$ cat src/rtl/manta_pkg.sv
// Shared definitions for the manta-style pipeline memory stage:
// opcode constants, the memory-stage state encoding and a writeback helper.
package manta_pkg;

   localparam logic [3:0] OP_LOAD  = 4'hb;
   localparam logic [3:0] OP_STORE = 4'hc;
   localparam logic [3:0] OP_NOWB  = 4'hd;

   typedef enum logic {
      IDLE = 1'b0,
      BUSY = 1'b1
   } mem_state_e;

   // Every opcode except stores and explicit no-writeback ops writes rd.
   function automatic logic writes_rd(input logic [3:0] opcode);
      return !((opcode == OP_STORE) || (opcode == OP_NOWB));
   endfunction

   function automatic logic is_mem_op(input logic [3:0] opcode);
      return (opcode == OP_LOAD) || (opcode == OP_STORE);
   endfunction

endpackage

$ cat src/rtl/mem_stage_if.sv
// Data-cache request/acknowledge bus between the memory stage (master)
// and the data cache (slave).
interface mem_stage_if;

   logic        dc_req;
   logic        dc_we;
   logic [15:0] dc_addr;
   logic [15:0] dc_wdata;
   logic        dc_ack;
   logic [15:0] dc_rdata;

   modport master (
      output dc_req, dc_we, dc_addr, dc_wdata,
      input  dc_ack, dc_rdata
   );

   modport slave (
      input  dc_req, dc_we, dc_addr, dc_wdata,
      output dc_ack, dc_rdata
   );

endinterface

$ cat src/rtl/mem_watchdog.sv
// Busy-cycle watchdog for the memory stage. Counts consecutive cycles the
// stage spends waiting on the cache and flags the cycle in which the wait
// reaches TIMEOUT_CYCLES. Only instantiated when MEM_TIMEOUT_EN is defined.
module mem_watchdog #(
   parameter int unsigned TIMEOUT_CYCLES = 64
) (
   input  logic clk,
   input  logic rst_n,
   input  logic busy_i,
   output logic expire_o
);

   // cnt_q holds the number of busy cycles already completed, so the
   // current busy cycle is number cnt_q + 1.
   localparam logic [7:0] LAST_CNT = 8'(TIMEOUT_CYCLES - 1);

   logic [7:0] cnt_q;
   logic [7:0] cnt_d;

   // Count while busy, restart from zero whenever the stage is idle.
   always_comb begin
      cnt_d = 8'd0;
      if (busy_i) begin
         cnt_d = cnt_q + 8'd1;
      end
   end

   // Counter register.
   always_ff @(posedge clk or negedge rst_n) begin
      if (!rst_n) begin
         cnt_q <= 8'd0;
      end else begin
         cnt_q <= cnt_d;
      end
   end

   assign expire_o = busy_i && (cnt_q == LAST_CNT);

endmodule

$ cat src/rtl/mem_stage.sv
// Memory stage of the 16-bit manta-style pipeline (between EX and WB).
// ALU / no-writeback ops pass through in one cycle; loads and stores run a
// req/ack transaction on the data cache and stall EX until it completes.
// Optional feature: define MEM_TIMEOUT_EN to abort cache waits after
// TIMEOUT_CYCLES busy cycles and raise the sticky mem_err flag.
module mem_stage
   import manta_pkg::*;
#(
   parameter int unsigned TIMEOUT_CYCLES = 64
) (
   input  logic               clk,
   input  logic               rst_n,
   input  logic               ex_valid,
   input  logic [15:0]        ex_instr,
   input  logic [15:0]        ex_alu_out,
   input  logic [15:0]        ex_store_data,
   output logic               mem_stall,
   output logic [3:0]         hc_mem_rd,
   mem_stage_if.master        dc,
   output logic               wb_valid,
   output logic [15:0]        wb_instr,
   output logic [15:0]        wb_result,
   output logic               wb_wr_en,
   output logic               mem_err
);

   mem_state_e  state_q, state_d;
   logic [15:0] instr_q, instr_d;
   logic [15:0] addr_q, addr_d;
   logic [15:0] wdata_q, wdata_d;
   logic        we_q, we_d;
   logic        wb_valid_q, wb_valid_d;
   logic [15:0] wb_instr_q, wb_instr_d;
   logic [15:0] wb_result_q, wb_result_d;
   logic        wb_wr_en_q, wb_wr_en_d;

   logic [3:0]  ex_op;
   logic        busy;
   logic        busy_is_load;
   logic        timeout_abort;

   assign ex_op        = ex_instr[15:12];
   assign busy         = (state_q == BUSY);
   assign busy_is_load = (instr_q[15:12] == OP_LOAD);

`ifdef MEM_TIMEOUT_EN
   logic expire;
   logic mem_err_q;

   mem_watchdog #(
      .TIMEOUT_CYCLES (TIMEOUT_CYCLES)
   ) u_watchdog (
      .clk      (clk),
      .rst_n    (rst_n),
      .busy_i   (busy),
      .expire_o (expire)
   );

   // An ack in the expiry cycle completes normally, so it masks the abort.
   assign timeout_abort = busy && expire && !dc.dc_ack;

   // Sticky error flag: set by a watchdog abort, cleared only by reset.
   always_ff @(posedge clk or negedge rst_n) begin
      if (!rst_n) begin
         mem_err_q <= 1'b0;
      end else if (timeout_abort) begin
         mem_err_q <= 1'b1;
      end
   end

   assign mem_err = mem_err_q;
`else
   logic [7:0] unused_timeout;
   assign unused_timeout = 8'(TIMEOUT_CYCLES);
   assign timeout_abort  = 1'b0;
   assign mem_err        = 1'b0;
`endif

   // Next-state and retire logic: accept in IDLE, wait for ack in BUSY.
   always_comb begin
      state_d     = state_q;
      instr_d     = instr_q;
      addr_d      = addr_q;
      wdata_d     = wdata_q;
      we_d        = we_q;
      wb_valid_d  = 1'b0;
      wb_instr_d  = wb_instr_q;
      wb_result_d = wb_result_q;
      wb_wr_en_d  = 1'b0;

      case (state_q)
         IDLE: begin
            if (ex_valid) begin
               if (is_mem_op(ex_op)) begin
                  state_d = BUSY;
                  instr_d = ex_instr;
                  addr_d  = ex_alu_out;
                  wdata_d = ex_store_data;
                  we_d    = (ex_op == OP_STORE);
               end else begin
                  wb_valid_d  = 1'b1;
                  wb_instr_d  = ex_instr;
                  wb_result_d = ex_alu_out;
                  wb_wr_en_d  = writes_rd(ex_op);
               end
            end
         end
         BUSY: begin
            if (dc.dc_ack) begin
               state_d     = IDLE;
               wb_valid_d  = 1'b1;
               wb_instr_d  = instr_q;
               wb_result_d = busy_is_load ? dc.dc_rdata : addr_q;
               wb_wr_en_d  = busy_is_load;
            end else if (timeout_abort) begin
               state_d     = IDLE;
               wb_valid_d  = 1'b1;
               wb_instr_d  = instr_q;
               wb_result_d = 16'hFFFF;
               wb_wr_en_d  = 1'b0;
            end
         end
         default: state_d = IDLE;
      endcase
   end

   // State, latched transaction and writeback registers.
   always_ff @(posedge clk or negedge rst_n) begin
      if (!rst_n) begin
         state_q     <= IDLE;
         instr_q     <= 16'h0000;
         addr_q      <= 16'h0000;
         wdata_q     <= 16'h0000;
         we_q        <= 1'b0;
         wb_valid_q  <= 1'b0;
         wb_instr_q  <= 16'h0000;
         wb_result_q <= 16'h0000;
         wb_wr_en_q  <= 1'b0;
      end else begin
         state_q     <= state_d;
         instr_q     <= instr_d;
         addr_q      <= addr_d;
         wdata_q     <= wdata_d;
         we_q        <= we_d;
         wb_valid_q  <= wb_valid_d;
         wb_instr_q  <= wb_instr_d;
         wb_result_q <= wb_result_d;
         wb_wr_en_q  <= wb_wr_en_d;
      end
   end

   // Hazard view: the incoming rd while idle, the latched load rd while busy.
   always_comb begin
      hc_mem_rd = 4'd0;
      if (busy) begin
         if (busy_is_load) begin
            hc_mem_rd = instr_q[3:0];
         end
      end else if (ex_valid && writes_rd(ex_op)) begin
         hc_mem_rd = ex_instr[3:0];
      end
   end

   assign mem_stall   = busy;
   assign dc.dc_req   = busy;
   assign dc.dc_we    = we_q;
   assign dc.dc_addr  = addr_q;
   assign dc.dc_wdata = wdata_q;

   assign wb_valid  = wb_valid_q;
   assign wb_instr  = wb_instr_q;
   assign wb_result = wb_result_q;
   assign wb_wr_en  = wb_wr_en_q;

endmodule

$ cat src/flat_wrapper.sv
// flat-port wrapper written by rule: the top's interface ports become plain ports
module mem_stage_flat import manta_pkg::*;
#(
   parameter int unsigned TIMEOUT_CYCLES = 64
)
  (clk, rst_n, ex_valid, ex_instr, ex_alu_out, ex_store_data, mem_stall, hc_mem_rd, wb_valid, wb_instr, wb_result, wb_wr_en, mem_err, dc_dc_req, dc_dc_we, dc_dc_addr, dc_dc_wdata, dc_dc_ack, dc_dc_rdata);
  mem_stage_if dc_i ();
  input  logic clk;
  input  logic rst_n;
  input  logic ex_valid;
  input  logic [15:0] ex_instr;
  input  logic [15:0] ex_alu_out;
  input  logic [15:0] ex_store_data;
  output logic mem_stall;
  output logic [3:0] hc_mem_rd;
  output logic wb_valid;
  output logic [15:0] wb_instr;
  output logic [15:0] wb_result;
  output logic wb_wr_en;
  output logic mem_err;
  output wire logic [$bits(dc_i.dc_req)-1:0] dc_dc_req;
  output wire logic [$bits(dc_i.dc_we)-1:0] dc_dc_we;
  output wire logic [$bits(dc_i.dc_addr)-1:0] dc_dc_addr;
  output wire logic [$bits(dc_i.dc_wdata)-1:0] dc_dc_wdata;
  input wire logic [$bits(dc_i.dc_ack)-1:0] dc_dc_ack;
  input wire logic [$bits(dc_i.dc_rdata)-1:0] dc_dc_rdata;
  assign dc_dc_req = dc_i.dc_req;
  assign dc_dc_we = dc_i.dc_we;
  assign dc_dc_addr = dc_i.dc_addr;
  assign dc_dc_wdata = dc_i.dc_wdata;
  assign dc_i.dc_ack = dc_dc_ack;
  assign dc_i.dc_rdata = dc_dc_rdata;
  mem_stage #(.TIMEOUT_CYCLES(TIMEOUT_CYCLES)) u_core (.clk(clk), .rst_n(rst_n), .ex_valid(ex_valid), .ex_instr(ex_instr), .ex_alu_out(ex_alu_out), .ex_store_data(ex_store_data), .mem_stall(mem_stall), .hc_mem_rd(hc_mem_rd), .dc(dc_i), .wb_valid(wb_valid), .wb_instr(wb_instr), .wb_result(wb_result), .wb_wr_en(wb_wr_en), .mem_err(mem_err));
endmodule
$ cat config.mk
export PLATFORM = sky130hd
export DESIGN_NAME = mem_stage_flat
export DESIGN_NICKNAME = d
export VERILOG_FILES = /design/src/rtl/manta_pkg.sv /design/src/rtl/mem_stage_if.sv /design/src/rtl/mem_watchdog.sv /design/src/rtl/mem_stage.sv /design/src/flat_wrapper.sv
export SDC_FILE = /design/constraint.sdc
export NUM_CORES = 1
export LEC_CHECK = 0
export ABC_AREA = 1
export BUFFER_PORTS_ARGS = -buffer_cell sky130_fd_sc_hd__buf_2
export CAP_MARGIN = 5
export CORE_MARGIN = 3
export CORE_UTILIZATION = 49
export DETAILED_ROUTE_END_ITERATION = 8
export PLACE_DENSITY = 0.83
export RECOVER_POWER = 25
export SLEW_MARGIN = 5
export SYNTH_ARGS = -nofsm -noshare
export SYNTH_HDL_FRONTEND = slang
export SYNTH_SLANG_ARGS = --single-unit
$ cat constraint.sdc
create_clock -name clk -period 2 [get_ports clk]
set_clock_uncertainty 0.2 [all_clocks]
set_input_delay 0.2 -clock clk [delete_from_list [all_inputs] [get_ports clk]]
set_output_delay 0.2 -clock clk [all_outputs]
set_load 0.05 [all_outputs]
==> summary.txt, run 1 <==
Placement
  – Gpl congestion: 0.795
  – Dpl cells: 706
  – Area post-placement: roughly 4700 um^2
  – Dpl hpwl: about 7500 um
  – Port Buffers: 140

Power
  – LEAKAGE: 3.00 nW
  – Power Dens Cells: 1130 nW/um^2
  – VDD IR max: 0.000652 V

Floorplan
  – Core ar.: 7490 um^2
  – Die area: 9040 um^2
  – Initial core utilization: 51.9%
  – Ports: between 100 and 150
  – Die Y-Extent: 95.1 um
  – # rows: 31
  – Die width: 95.1 um

Cells and area
  – P&R area growth vs syn: 40.4%
  – Commonest non-fill, non-tap cell in the layout: nand2_1
  – Post-layout util: 72.9%
  – Commonest cells after routing, fill and taps aside: nand2_1 (180), buf_2 (136), nand3_1 (100), dfrtp_1 (83), dlygate4sd3_1 (47)
  – Design Area, Final: 5460 um^2
  – Share of layout cells above drive strength 1: 27.2%
  – Layout Cells excl Fill: 770
  – Fin nets: between 700 and 800

Timing
  – Slew @ Worst Pin: 992 ps
  – Final-report setup violation count: 0
  – Final Cycle Share: 95.7%
  – Hold WS: 14.3 ps
  – Fin. max-slew vios: 0
  – Hold Vio Cnt, Final: 0
  – Rel. slew slack: 33.9%
  – Maximum clock rate: 0.523 GHz
  – Unrepaired setup endpoints after global routing: no
  – Fin crit period: ~1900 ps
  – Setup TNS: 0 ps

Synthesis
  – Avg Cell Area, Syn: between 7 and 8 um^2
  – Synth Cell Area: 3890 um^2
  – Synth Register Bits: between 80 and 90
  – Syn Nets: 554
  – Yosys cell types: 19
  – Yosys Warn Count: 0
  – Sequential area share after synthesis: 54.1%
  – Syn Inst Count: 486

Clock network
  – Root Driver: clkbuf_8
  – Skew-Pair Late Insertion Delay: 340 ps
  – CTS sink count: 84
  – Htree depth: 3
  – CTS tree: done
  – Clock transition at path regs: 80 ps
  – CTS max path bufs: 2
  – TritonCTS Buffers: 9

Global routing
  – Largest net degree at the start of global routing: 47
  – GRT Residual Overflow: 0
  – Vias in the first global route: between 3000 and 4000
  – First-pass GRT wire length: 18800 um
  – Initial antenna violation count: 0
  – All-Layer GR Usage: approximately 27%

Setup path
  – Worst EP required: 1600 ps
  – Setup Crit Path Kind: reg2out
  – Reg2reg setup slack: 170 ps
  – Type of origin of the critical path: register
  – Worst-path maximum fanout: 37
  – Worst path arrival time: 1510 ps
  – CP Capture Type: output port

Routing
  – DRC Markers: 0
  – Final WL: 11800 um
  – Post-route ant nets: 0
  – Drt pass-1 iters: 5
  – Routed vias/inst: between 5 and 6
  – First DRT Iteration DRCs: 316
  – Vias: 4034
  – Wire per inst: 15.3 um

Run
  – # Max-Cap Violations: 0

Min path
  – Tightest Hold Check Type: in2reg

Run status
  – Outcome: finished clean
## sequential cells by signal (all words and copies together) (netlist names)
signal              cells
u_core.dc.dc_addr      16
u_core.dc.dc_req        1
u_core.wb_valid         1
u_core.wb_result       16
u_core.dc.dc_wdata     16
u_core.instr_q         16
u_core.wb_wr_en         1
u_core.dc.dc_we         1
u_core.wb_instr        16
## logic make-up (layout without fill, tap and decap cells)
group / count (synthesis) / after routing / share of synthesized area, %
flops: 84 / 84 / 54.1
other cells: 1 / 2 / 0.0965
compound gates: 46 / 46 / 6.09
simple gates: 289 / 289 / 31.9
buf+inv: 66 / 250 / 7.86
## what timing repair did
item	CTS	global route
endpoints found under the hold margin	100	0
pin swaps	0	0
setup buffers	0	0
resized for setup	2	7
setup endpoints to repair	4	6
hold buffers	47	0
## cells in the mapped netlist
master | instances | area, um^2
nand4_1 | 1 | 6.26
o22ai_1 | 5 | 31.3
o21ai_0 | 41 | 205
nor2_1 | 2 | 7.51
dfrtp_1 | 84 | 2100
conb_1 | 1 | 3.75
buf_1 | 4 | 15.0
clkinv_1 | 1 | 3.75
buf_6 | 3 | 33.8
clkbuf_2 | 1 | 5.00
nor2_4 | 2 | 22.5
nand2_1 | 181 | 679
buf_2 | 12 | 60.1
buf_4 | 5 | 37.5
clkbuf_1 | 9 | 33.8
inv_1 | 31 | 116
nand2_2 | 2 | 12.5
nand3_1 | 100 | 500
nand3_2 | 1 | 10.0
## layer usage
layer / GRT usage [%] / share of wire, %
met1: 34.1 / 41
met2: 44.3 / 49
met3: 5.60 / 7.0
met4: 12.4 / 3.2
met5: 0 / 0
## area by class of cell
class	instances	area, um^2
well taps	99	124
diodes	1	2.50
inverters	32	120
fillers	561	2030
repair buffers	202	1320
multi-input cells	336	1530
flip-flops and latches	84	2100
clock inverters	4	95.1
clock buffers	12	155
## power breakdown
group,switching (W),total [W],internal [W]
clock network,0.000589,0.00149,0.000897
registers,0.000244,0.00231,0.00207
logic,0.00179,0.00239,0.000600
total,0.00262,0.00619,0.00356
## critical path, stage by stage (launching register included)
cell and delay [ps]:
dfrtp_2 520, buf_6 310, buf_2 330
## metrics by stage
step                setup slack, ps  total power (W)
global placement              -89.2          0.00457
finish                         86.9          0.00619
global route                   23.5          0.00648
floorplan                      42.1          0.00398
detailed placement             -166          0.00463
CTS                            1.81          0.00619
## final timing paths
path / startpoint / to / cells after the start
hold reg to reg: u_core.instr_q[0] / u_core.instr_q[0] / 2
setup / recovery: u_core.dc.dc_req / dc_dc_req / 2
max in group asynchronous: rst_n / u_core.wb_instr[10] / 3
min in group asynchronous: rst_n / u_core.dc.dc_wdata[4] / 2
setup reg to reg: u_core.dc.dc_req / u_core.instr_q[4] / 5
hold / removal: ex_instr[13] / u_core.wb_wr_en / 3
No activity file was read; power rests on OpenSTA's default activity.
==> inputs of run 2 (changes only) <==
--- a/config.mk
+++ b/config.mk
@@ -5,13 +5,12 @@
 export SDC_FILE = /design/constraint.sdc
 export NUM_CORES = 1
 export LEC_CHECK = 0
-export ABC_AREA = 1
 export BUFFER_PORTS_ARGS = -buffer_cell sky130_fd_sc_hd__buf_2
 export CAP_MARGIN = 5
 export CORE_MARGIN = 3
 export CORE_UTILIZATION = 49
 export DETAILED_ROUTE_END_ITERATION = 8
-export PLACE_DENSITY = 0.83
+export PLACE_DENSITY = 0.84
 export RECOVER_POWER = 25
 export SLEW_MARGIN = 5
 export SYNTH_ARGS = -nofsm -noshare
==> summary.txt, run 2 <==
Timing
  – Fin crit period: 1990 ps
  – Unrepaired setup endpoints after global routing: yes
  – Setup ws final: 6.61 ps
  – Final-report setup violation count: 0
  – Slew @ Worst Pin: 1160 ps
  – Maximum clock rate: about 0.5 GHz
  – Fin. max-slew vios: 0
  – Hold Vio Cnt, Final: 0
  – Final Cycle Share: 99.7%
  – Rel. slew slack: 22.7%
  – Setup TNS: 0 ps

Synthesis
  – Main flop type after synthesis: dfrtp_1
  – Post-synthesis async set-or-reset flop share: 100%
  – Ranking of synthesized cells by area: dfrtp_1 (55%), nand2_1 (14%), mux2_2 (4.7%), nor3_1 (4.2%), o32ai_1 (3.7%)
  – Most numerous cell in the Yosys netlist: nand2_1
  – Complex-gate fraction of the synthesized area: 12.1%
  – Adder-cell share of the synthesized area: 0%
  – Yosys Warn Count: 0
  – Largest family of logic cells by synthesized area: simple AND/OR/NAND/NOR gates
  – Syn Inst Count: 413
  – Synth Register Bits: 84
  – Yosys cell types: 25
  – Simple-gate share of the synthesized area: 23.0%
  – Synth Cell Area: 3820 um^2
  – Synth Area in XOR/XNOR: 0%
  – Syn Nets: between 400 and 500
  – Mux share of post-synthesis cell area: 4.72%
  – Sequential area share after synthesis: 55.0%
  – Avg Cell Area, Syn: 9.25 um^2
  – Synth area leader: dfrtp_1
  – Yosys top cell area share: between 50 and 60%
  – Commonest cells in the netlist: nand2_1 (142), dfrtp_1 (84), nor2_1 (33), nor3_1 (32)
  – Post-synth EDFFs: 0

Clock network
  – Htree depth: 3
  – CTS tree: done
  – Clock transition at path regs: 80 ps
  – Root Driver: clkbuf_8
  – TritonCTS Buffers: 9
  – Skew-Pair Late Insertion Delay: 340 ps
  – CTS max path bufs: 2
  – CTS sink count: 84

Cells and area
  – Commonest cells after routing, fill and taps aside: nand2_1 (142), buf_2 (135), dfrtp_1 (83), dlygate4sd3_1 (49), nor2_1 (33)
  – Layout Cells excl Fill: between 700 and 800
  – Post-layout util: 74.5%
  – Share of layout cells above drive strength 1: 35.3%
  – Fillcell total: between 500 and 600
  – Fin nets: 675
  – P&R area growth vs syn: 44.5%
  – Commonest non-fill, non-tap cell in the layout: nand2_1

Run status
  – Outcome: finished clean

Routing
  – Routed vias/inst: 5.57
  – Final WL: 12100 um
  – DRC Markers: 0
  – Post-route ant nets: 0
  – Drt pass-1 iters: 5
  – Vias: approximately 4000
  – First DRT Iteration DRCs: 332
  – Wire per inst: 17.0 um

Global routing
  – Initial antenna violation count: 0
  – Largest net degree at the start of global routing: 85
  – First-pass GRT wire length: 19100 um
  – Vias in the first global route: 3952
  – All-Layer GR Usage: 27.6%
  – GRT Residual Overflow: 0

Placement
  – Dpl cells: about 630
  – Setup WS pre-CTS: 10.4 ps
  – Gpl congestion: just under 0.8
  – Dpl hpwl: 7180 um
  – Port Buffers: 140

Floorplan
  – Core ar.: between 7000 and 8000 um^2
  – Die area: 8890 um^2
  – Die width: 94.3 um
  – Die Y-Extent: roughly 94 um
  – Ports: 142
  – # rows: 31
  – Initial core utilization: 51.6%

Setup path
  – Worst-path maximum fanout: 8
  – CP Capture Type: output port
  – Worst EP required: ~1600 ps
  – Setup Crit Path Kind: reg2out
  – Type of origin of the critical path: register
  – Worst path arrival time: 1590 ps

Run
  – # Max-Cap Violations: 0

Power
  – Power Dens Cells: around 1100 nW/um^2
  – LEAKAGE: 2.79 nW
  – VDD IR max: 0.000624 V

Min path
  – Tightest Hold Check Type: in2reg
-- run 2: cell types whose count changed after synthesis, sizes merged, moves of 3 or more --
cell	previous run	this run
inv	31	3
o22ai	5	15
clkbuf	10	13
nor2	4	33
mux2	0	16
nor3	0	33
a32o	0	5
nand2	183	142
o32ai	0	16
o21ai	41	5
a211oi	0	15
nand3	101	0
-- run 2: logic make-up (layout without fill, tap and decap cells) --
family	count (synthesis)	count (layout)
muxes	16	16
buffers and inverters	38	237
and+or+nand+nor	214	214
other	1	2
AOI/OAI and AO/OA	60	60
DFF	84	84
-- run 2: worst max-delay path, stage by stage, from the launching register on --
cell and delay [ps]:
dfrtp_1 410, and4b_2 280, buf_12 140, a32o_2 280, buf_8 150
-- run 2: metrics by stage --
stage / cell area (um^2) / hold slack (ps) / total power [W]
finish: 5520 / 58.4 / 0.00627
detailed placement: 4640 / 70.6 / 0.00474
floorplan: 3830 / -296 / 0.00409
global route: 5520 / 69.3 / 0.00653
CTS: 5470 / 3.91 / 0.00621
global placement: 4640 / 64.9 / 0.00468
-- run 2: path summary, 6_finish.rpt --
check	from	end	slack (ps)	cells past startpoint
setup reg to reg	u_core.instr_q[14]	u_core.wb_result[8]	80	6
max in group asynchronous	rst_n	u_core.dc.dc_req	290	3
hold / removal	ex_instr[14]	u_core.wb_instr[14]	60	3
setup / recovery	u_core.instr_q[14]	hc_mem_rd[3]	7	4
min in group asynchronous	rst_n	u_core.instr_q[10]	530	3
hold reg to reg	u_core.dc.dc_wdata[3]	u_core.dc.dc_wdata[3]	280	2
-- run 2: where the power goes --
part	leakage (nW)	switching (W)	internal, W
clock network	0.110	0.000603	0.000743
registers	1.02	0.000277	0.00209
logic	1.66	0.00181	0.000746
total	2.79	0.00269	0.00358
-- run 2: final cells by class --
type / instances / area (um^2) / area share (%)
Multi-Input combinational cell: 291 / 1590 / 28.9
Tap cell: 99 / 124 / 2.24
Antenna cell: 1 / 2.50 / 0.0453
Sequential cell: 84 / 2100 / 38.1
Inverter: 3 / 11.3 / 0.204
Clock buffer: 11 / 141 / 2.56
Clock inverter: 5 / 85.1 / 1.54
Timing Repair Buffer: 218 / 1460 / 26.5
-- run 2: per-layer routing --
metal / global-route usage [%] / vias to the layer above / share of wire [%] / routed length (um)
met5: 0 / - / 0 / 0
met1: 34.1 / 1927 / 38 / 4640
li1: - / 1800 / - / -
met3: 4.01 / 26 / 7.2 / 876
met2: 47.5 / 212 / 52 / 6320
met4: 13.0 / 0 / 2.1 / 250
-- run 2: what timing repair did --
item                       CTS  global route
cloned                       1             0
gates resized for setup     12             7
buffers inserted             4             8
hold endpoints to repair   163             0
setup endpoints to repair    6            16
hold buffers                49             0
pin swaps                    0             5
